<file path="config.mk">
export PLATFORM = sky130hd
export DESIGN_NAME = imem_loader
export DESIGN_NICKNAME = d
export VERILOG_FILES = /design/src/rtl/loader_pkg.sv /design/src/rtl/byte_word_packer.sv /design/src/rtl/imem_loader.sv
export SDC_FILE = /design/constraint.sdc
export NUM_CORES = 1
export LEC_CHECK = 0
export CAP_MARGIN = 10
export CORE_MARGIN = 2
export CORE_UTILIZATION = 55
export DETAILED_ROUTE_END_ITERATION = 6
export GPL_TIMING_DRIVEN = 0
export PLACE_DENSITY_LB_ADDON = 0.15
export SLEW_MARGIN = 10
export SYNTH_ARGS = -nofsm -noshare
export SYNTH_HDL_FRONTEND = slang
export SYNTH_HIERARCHICAL = 1
export SYNTH_SLANG_ARGS = --single-unit
</file>
<file path="constraint.sdc">
create_clock -name clk -period 4.53 [get_ports clk]
set_input_delay 0.906 -clock clk [delete_from_list [all_inputs] [get_ports clk]]
set_output_delay 0.906 -clock clk [all_outputs]
set_load 0.05 [all_outputs]
</file>
<file path="src/rtl/loader_pkg.sv">
// Shared types and constants for the instruction RAM loader.
package loader_pkg;

    typedef enum logic [2:0] {
        LEN_HI,
        LEN_LO,
        DATA,
        CHK,
        FIN,
        ERR
    } loader_state_t;

    localparam int unsigned LEN_BYTES  = 2;
    localparam int unsigned WORD_BYTES = 4;

endpackage

</file>
<file path="src/rtl/byte_word_packer.sv">
// Assembles big-endian 32-bit words from a byte stream; pulses word_valid after the 4th byte.
module byte_word_packer
    import loader_pkg::*;
(
    input  logic        clk,
    input  logic        reset,
    input  logic        clear,
    input  logic        byte_valid,
    input  logic [7:0]  byte_data,
    output logic        last_byte,
    output logic        word_valid,
    output logic [31:0] word
);

    logic [1:0]  phase_q;
    logic [31:0] shift_q;
    logic        word_valid_q;

    assign last_byte  = byte_valid && (phase_q == 2'(WORD_BYTES - 1));
    assign word_valid = word_valid_q;
    assign word       = shift_q;

    always_ff @(posedge clk or posedge reset) begin
        if (reset) begin
            phase_q      <= '0;
            shift_q      <= '0;
            word_valid_q <= 1'b0;
        end else if (clear) begin
            phase_q      <= '0;
            shift_q      <= '0;
            word_valid_q <= 1'b0;
        end else begin
            word_valid_q <= last_byte;
            if (byte_valid) begin
                shift_q <= {shift_q[23:0], byte_data};
                phase_q <= phase_q + 2'd1;
            end
        end
    end

endmodule

</file>
<file path="src/rtl/imem_loader.sv">
// Byte-stream loader for instruction RAM; holds the CPU in reset until the image is written.
// Optional trailing XOR checksum byte enabled by defining IMEM_LOADER_CHECKSUM_EN.
module imem_loader
    import loader_pkg::*;
#(
    parameter int unsigned MEM_DEPTH = 256,
    parameter int unsigned AW        = $clog2(MEM_DEPTH)
) (
    input  logic          clk,
    input  logic          reset,
    input  logic          load_req,
    input  logic          in_valid,
    input  logic [7:0]    in_data,
    output logic          in_ready,
    output logic          mem_we,
    output logic [AW-1:0] mem_addr,
    output logic [31:0]   mem_wdata,
    output logic          cpu_reset,
    output logic          done,
    output logic          error,
    output logic [15:0]   words_loaded
);

`ifdef IMEM_LOADER_CHECKSUM_EN
    localparam loader_state_t AFTER_DATA = CHK;
`else
    localparam loader_state_t AFTER_DATA = FIN;
`endif

    loader_state_t          state_q;
    logic [LEN_BYTES*8-1:0] len_q;
    logic [15:0]            len_now;
    logic                   xfer, last_byte, word_valid, last_word, released;
    logic [31:0]            word;

    assign in_ready  = state_q inside {LEN_HI, LEN_LO, DATA, CHK};
    assign xfer      = in_valid && in_ready && !load_req;
    assign len_now   = {len_q[15:8], in_data};
    // Writes trail byte acceptance by one cycle, so words_loaded is exact by the 4th byte.
    assign last_word = words_loaded == (len_q - 16'd1);
    // Release only once the final write has left the packer.
    assign released  = (state_q == FIN) && !word_valid;

    byte_word_packer u_packer (
        .clk       (clk),
        .reset     (reset),
        .clear     (load_req),
        .byte_valid(xfer && (state_q == DATA)),
        .byte_data (in_data),
        .last_byte (last_byte),
        .word_valid(word_valid),
        .word      (word)
    );

`ifdef IMEM_LOADER_CHECKSUM_EN
    logic [7:0] cksum_q;

    always_ff @(posedge clk or posedge reset) begin
        if (reset) begin
            cksum_q <= '0;
        end else if (load_req) begin
            cksum_q <= '0;
        end else if (xfer && (state_q == DATA)) begin
            cksum_q <= cksum_q ^ in_data;
        end
    end
`endif

    always_ff @(posedge clk or posedge reset) begin
        if (reset) begin
            state_q      <= LEN_HI;
            len_q        <= '0;
            mem_we       <= 1'b0;
            mem_addr     <= '0;
            mem_wdata    <= '0;
            cpu_reset    <= 1'b1;
            done         <= 1'b0;
            error        <= 1'b0;
            words_loaded <= '0;
        end else if (load_req) begin
            state_q      <= LEN_HI;
            len_q        <= '0;
            mem_we       <= 1'b0;
            mem_addr     <= '0;
            cpu_reset    <= 1'b1;
            done         <= 1'b0;
            error        <= 1'b0;
            words_loaded <= '0;
        end else begin
            mem_we    <= word_valid;
            done      <= released;
            cpu_reset <= !released;
            error     <= state_q == ERR;
            if (word_valid) begin
                mem_addr     <= words_loaded[AW-1:0];
                mem_wdata    <= word;
                words_loaded <= words_loaded + 16'd1;
            end
            if (xfer) begin
                unique case (state_q)
                    LEN_HI: begin
                        len_q[15:8] <= in_data;
                        state_q     <= LEN_LO;
                    end
                    LEN_LO: begin
                        len_q <= len_now;
                        if (32'(len_now) > MEM_DEPTH) begin
                            state_q <= ERR;
                        end else if (len_now == 16'd0) begin
                            state_q <= AFTER_DATA;
                        end else begin
                            state_q <= DATA;
                        end
                    end
                    DATA: begin
                        if (last_byte && last_word) begin
                            state_q <= AFTER_DATA;
                        end
                    end
`ifdef IMEM_LOADER_CHECKSUM_EN
                    CHK: state_q <= (in_data == cksum_q) ? FIN : ERR;
`endif
                    default: ;
                endcase
            end
        end
    end

endmodule

</file>
## Word-level counts from Yosys, hierarchy flattened

Cells that the tools add are included.

- Word-level logic and storage cells: 71
- Input port bits: 12
- Register bits after elaboration: 114
- Output and inout bits: 61

- Equality and inequality tests: 8
- Magnitude comparators: 1
- Add/sub/neg operators: 3
- Bitwise gates (word level): 1
- Reductions and logical operators: 22
- Multiplexer cells: 23

Operators with widths:

| operator | count |
|---|---|
| 16-bit two-way mux | 4 |
| 32-bit two-way mux | 2 |
| 8-bit two-way mux | 4 |
| 16-bit by 1-bit adder with 16-bit output (second input constant) | 1 |
| 16-bit == test | 1 |
| 16-bit by 9-bit > comparator with 1-bit output (second input constant) | 1 |
| 16-bit logical NOT | 1 |
| 16-bit by 1-bit subtractor with 16-bit output (second input constant) | 1 |
| 3-bit two-way mux | 5 |
| 2-bit nonzero test | 5 |
| 3-bit case mux with 3 select lines | 1 |
| 4-bit nonzero test | 2 |
| 3-bit by 2-bit == test with 1-bit output (second input constant) | 2 |
| 3-bit == test (second input constant) | 2 |
| 1-bit logical AND | 6 |
| 2-bit AND reduction | 3 |
| 1-bit two-way mux | 5 |
| 2-bit two-way mux | 2 |
| 3-bit by 1-bit == test with 1-bit output (second input constant) | 1 |
| 1-bit logical NOT | 3 |
| 3-bit logical NOT | 1 |
| 3-bit by 2-bit inequality test with 1-bit output (second input constant) | 1 |
| 3-bit AND reduction | 1 |
| 2-bit by 1-bit adder with 2-bit output (second input constant) | 1 |
| 2 further kinds | 2 |

## Depth between registers and ports, before layout

- Depth after elaboration: 11
- Gate-level depth with buffers: 11

## By module

Netlist, hierarchy kept.

By module, submodules not included:

| module | instances | area an instance (um2) | cells an instance |
|---|---|---|---|
| imem_loader | 1 | 3931.3 | 374 |
| byte_word_packer | 1 | 1465.2 | 115 |

## Least setup slack after synthesis

No wires, ideal clock.

- Kind: input to register
- Start point: input load_req
- End point: register state_q[0]
- Required time: 4.402 ns
- Cell stages on the path: 11
- Setup time: 0.128 ns
- Arrival time: 2.974 ns
- Setup slack: 1.429 ns
- Buffers on the path: 3
- Cells stage by stage: clkbuf_1 clkbuf_1 nor4b_1 buf_6 and2_1 nand3_1 nor4_1 o221ai_1 a2111oi_2 nor3_1 mux2_1

- Cells in the longest elaborated chain, start to end: 7
- Elaborated cells on any way between the ends: 10
- Classes of those cells: 1 x eq/ne; 1 x mux; 8 x reduce/logical

RTL lines:

| item | RTL line | RTL |
|---|---|---|
| from (decl) | imem_loader.sv:11 | `input logic load_req,` |
| 1-bit logical NOT | imem_loader.sv:37 | `assign xfer = in_valid && in_ready && !load_req;` |
| 1-bit logical AND | imem_loader.sv:37 |  |
| 1-bit logical AND | imem_loader.sv:48 | `.byte_valid(xfer && (state_q == DATA)),` |
| 1-bit logical AND | byte_word_packer.sv:19 | `assign last_byte = byte_valid && (phase_q == 2'(WORD_BYTES - 1));` |
| named net last_byte | imem_loader.sv:33 | `logic xfer, last_byte, word_valid, last_word, released;` |
| 1-bit logical AND | imem_loader.sv:116 | `if (last_byte && last_word) begin` |
| 3-bit by 2-bit inequality test with 1-bit output (no source line) | n/a |  |
| 3-bit AND reduction (no source line) | n/a |  |
| to (signal assigned) | imem_loader.sv:110 | `state_q <= AFTER_DATA;` |
| to (signal assigned) | imem_loader.sv:112 | `state_q <= DATA;` |
| to (signal assigned) | imem_loader.sv:117 | `state_q <= AFTER_DATA;` |
| to (decl) | imem_loader.sv:30 | `loader_state_t state_q;` |

The timed path passes the listed nets, and every way through them passes these cells.
A chain may end at the register's enable or synchronous reset.

## Worst setup path in the final report

- Start point: input load_req
- End point: register state_q[1]

The elaborated chain is that of the path after synthesis.

==> impl_metrics.env <==
export IMPL_status="finished clean"
export IMPL_synth_most_common_cell="dfrtp_1"
export IMPL_cts_htree_levels=4
export IMPL_max_slew_margin=0.502
export IMPL_min_period_ns=3.92
export IMPL_critPathSlowestCell="clkdlybuf4s50_1"
export IMPL_netlist_instances=489
export IMPL_grt_overflow_total=0
export IMPL_async_reset_ff_frac=1.00
export IMPL_fin_crit_sh=0.865
export IMPL_power_leakage_uw=0.00303
export IMPL_via_per_inst=5.49
export IMPL_worst_slew_pin_slew_ns=0.746
export IMPL_fin_util=0.719
export IMPL_wl_per_cell_um=16.6
export IMPL_fmax_ghz=0.255
export IMPL_synth_simple_area_share=0.163
export IMPL_track_usage=0.247
export IMPL_synth_cell_types=49
export IMPL_yosys_top_cells_area="dfrtp_1, mux2i_1, mux2_2"
export IMPL_synthFlopType="dfrtp_1"
export IMPL_core_rowCount=36
export IMPL_synth_xor_area_share=0.0577
export IMPL_insertion_delay_ns=0.51
export IMPL_synth_common_cells="dfrtp_1, nor2_1, mux2i_1"
export IMPL_final_setup_skew_ns=0.00770
export IMPL_clock_root_buffer="clkbuf_8"
export IMPL_rsz0062_at_grt="no"
export IMPL_cts_buffers=17
export IMPL_num_antenna_cells=0
export IMPL_antenna_found_initial=0
export IMPL_clock_sinks=114
export IMPL_end_kind="register"
export IMPL_pwr_density_cell_nw_per_um2=393
export IMPL_start_kind="input pin"
export IMPL_syn_num_nets=504
export IMPL_path_depth=12
export IMPL_wirelength_mm=12.1
export IMPL_hold_viol_final=0
export IMPL_dp_hpwl_mm=8.35
export IMPL_multi_input_area_um2=2320
export IMPL_path_common_cell="clkbuf_1"
export IMPL_synth_area_um2=5400
export IMPL_die_h_um=103
export IMPL_maxCapViolations=0
export IMPL_detail_route_first_pass_iterations=4
export IMPL_fin_nets=596
export IMPL_die_w_um=103
export IMPL_gp_congestion=0.872
export IMPL_ys_seq_area_frac=0.529
export IMPL_avgSynthCellArea_um2=11.0
export IMPL_ant_nets=0
export IMPL_synth_top_family_by_area="simple AND/OR/NAND/NOR gates"
export IMPL_synth_seq_cells=114
export IMPL_ff_latch_area_um2=2850
export IMPL_vias=3993
export IMPL_critPathMaxFanout=10
export IMPL_drive_gt1_frac=0.145
export IMPL_grt_pass1_vias=3999
export IMPL_critPathBufInv=4
export IMPL_yosys_area_top_type_share=0.524
export IMPL_post_cts_buffers=0
export IMPL_min_path_type="reg2reg"
export IMPL_cts_clk_slew_worst_paths_ns=0.06
export IMPL_cts_tree="done"
export IMPL_grt_pass1_wl_mm=19.9
export IMPL_synth_warnings=6
export IMPL_synth_top_cell_by_area="dfrtp_1"
export IMPL_die_area_um2=10600
export IMPL_setup_viol=0
export IMPL_cts_buffer_depth=2
export IMPL_grt_start_max_net_pins=53
export IMPL_synth_compound_area_share=0.0503
export IMPL_drt_iter0_markers=251
export IMPL_fillers=704
export IMPL_cp_arrival_ns=4.30
export IMPL_core_um2=9640
export IMPL_start_util=0.560
export IMPL_cts_resized=0
export IMPL_r2r_slack_ns=1.37
export IMPL_areaGrowthSynthToFinish_pct=28.5
export IMPL_cts_hold_buf=0
export IMPL_irDropWorstVdd_mv=0.294
export IMPL_synth_edf_count=0
export IMPL_tns_ns=0
export IMPL_drc=0
export IMPL_min_path_cells=1
export IMPL_cp_cell_sequence="clkdlybuf4s50_1, clkbuf_1, clkbuf_1, nor4b_1, buf_6, and2_1, nand3_1, nor4_1, o221ai_1, a2111oi_2, nor3_1, mux2_1"
export IMPL_synth_fa_ha_area_frac=0.00696
export IMPL_synthMuxAreaShare=0.153
export IMPL_portBuffers=72
export IMPL_cpPeakStageDelay_ns=0.50
export IMPL_cp_top_family="buffers and inverters"
export IMPL_ios=73
export IMPL_rr_worst_depth=11
export IMPL_critical_path_class="in2reg"
export IMPL_final_max_slew_viol_count=0
export IMPL_required_ns=4.91
placed cells by master (no fill, tap or decap), types with 6 or more instances in the layout:
master and count:
o21ai_0 15, or3_1 7, buf_2 8, clkbuf_16 16, clkbuf_1 14, nand3_1 6
mux2_2 32, nor2_1 67, xnor2_1 12, dfrtp_1 113, nand2_1 37, nand4_1 6
a21oi_1 18, xor2_1 21, inv_1 8, mux2i_1 44, clkdlybuf4s50_1 72, nand2b_1 14
per-stage QoR:
| stage | std cells | area (um^2) | power (uW) | setup WS (ns) | hold slack (ns) |
|---|---|---|---|---|---|
| 2_1_floorplan | 489 | 5400 | 1270 | 1.43 | 0.479 |
| 3_3_place_gp | 694 | 6280 | 1340 | 0.344 | 0.493 |
| 3_5_place_dp | 695 | 6310 | 1350 | 0.293 | 0.494 |
| 4_1_cts | 727 | 6930 | 2740 | 0.650 | 0.509 |
| 5_1_grt | 727 | 6930 | 2830 | 0.388 | 0.528 |
| 6_report | 727 | 6930 | 2720 | 0.613 | 0.504 |
flip-flops by register name (all words and copies together), names as in the netlist:
name / count
done: 1
cpu_reset: 1
len_q: 16
u_packer/word: 32
mem_addr: 8
words_loaded: 16
mem_wdata: 32
state_q: 3
u_packer/phase_q: 2
mem_we: 1
error: 1
u_packer/word_valid: 1
final cells by class:
cell class	instances	share of cell area
buffer	29	0.0263
clock buffer	18	0.0603
clock inverter	14	0.0291
inverter	10	0.00578
multi-input combinational	336	0.335
sequential	114	0.412
tap	133	0.0240
timing repair buffer	73	0.108
kinds of logic (layout without fill, tap and decap cells):
group           after synthesis  count (layout)
simple gates                176             176
fa+ha+maj                     3               3
xor+xnor                     34              34
compound gates               45              45
mux                          78              78
buf+inv                      39             144
flops                       114             114
path summary, 6_finish.rpt:
kind,start,to
worst max-delay path,load_req,state_q[1]
worst min-delay path,mem_wdata[26],mem_wdata[26]
worst max register to register,len_q[0],state_q[1]
worst min register to register,mem_wdata[26],mem_wdata[26]
max in group asynchronous,reset,u_packer/word[6]
min in group asynchronous,reset,mem_wdata[27]
layer usage:
layer	global-route usage	routed length, um
met1	0.307	5090
met2	0.419	6230
met3	0.0576	490
met4	0.0972	267
met5	0	0
power breakdown:
group | internal [uW] | switching [uW]
Clock | 902 | 483
Combinational | 105 | 169
Sequential | 1040 | 26.8
Total | 2050 | 679
Note: power is estimated with default switching activity, not from simulation.
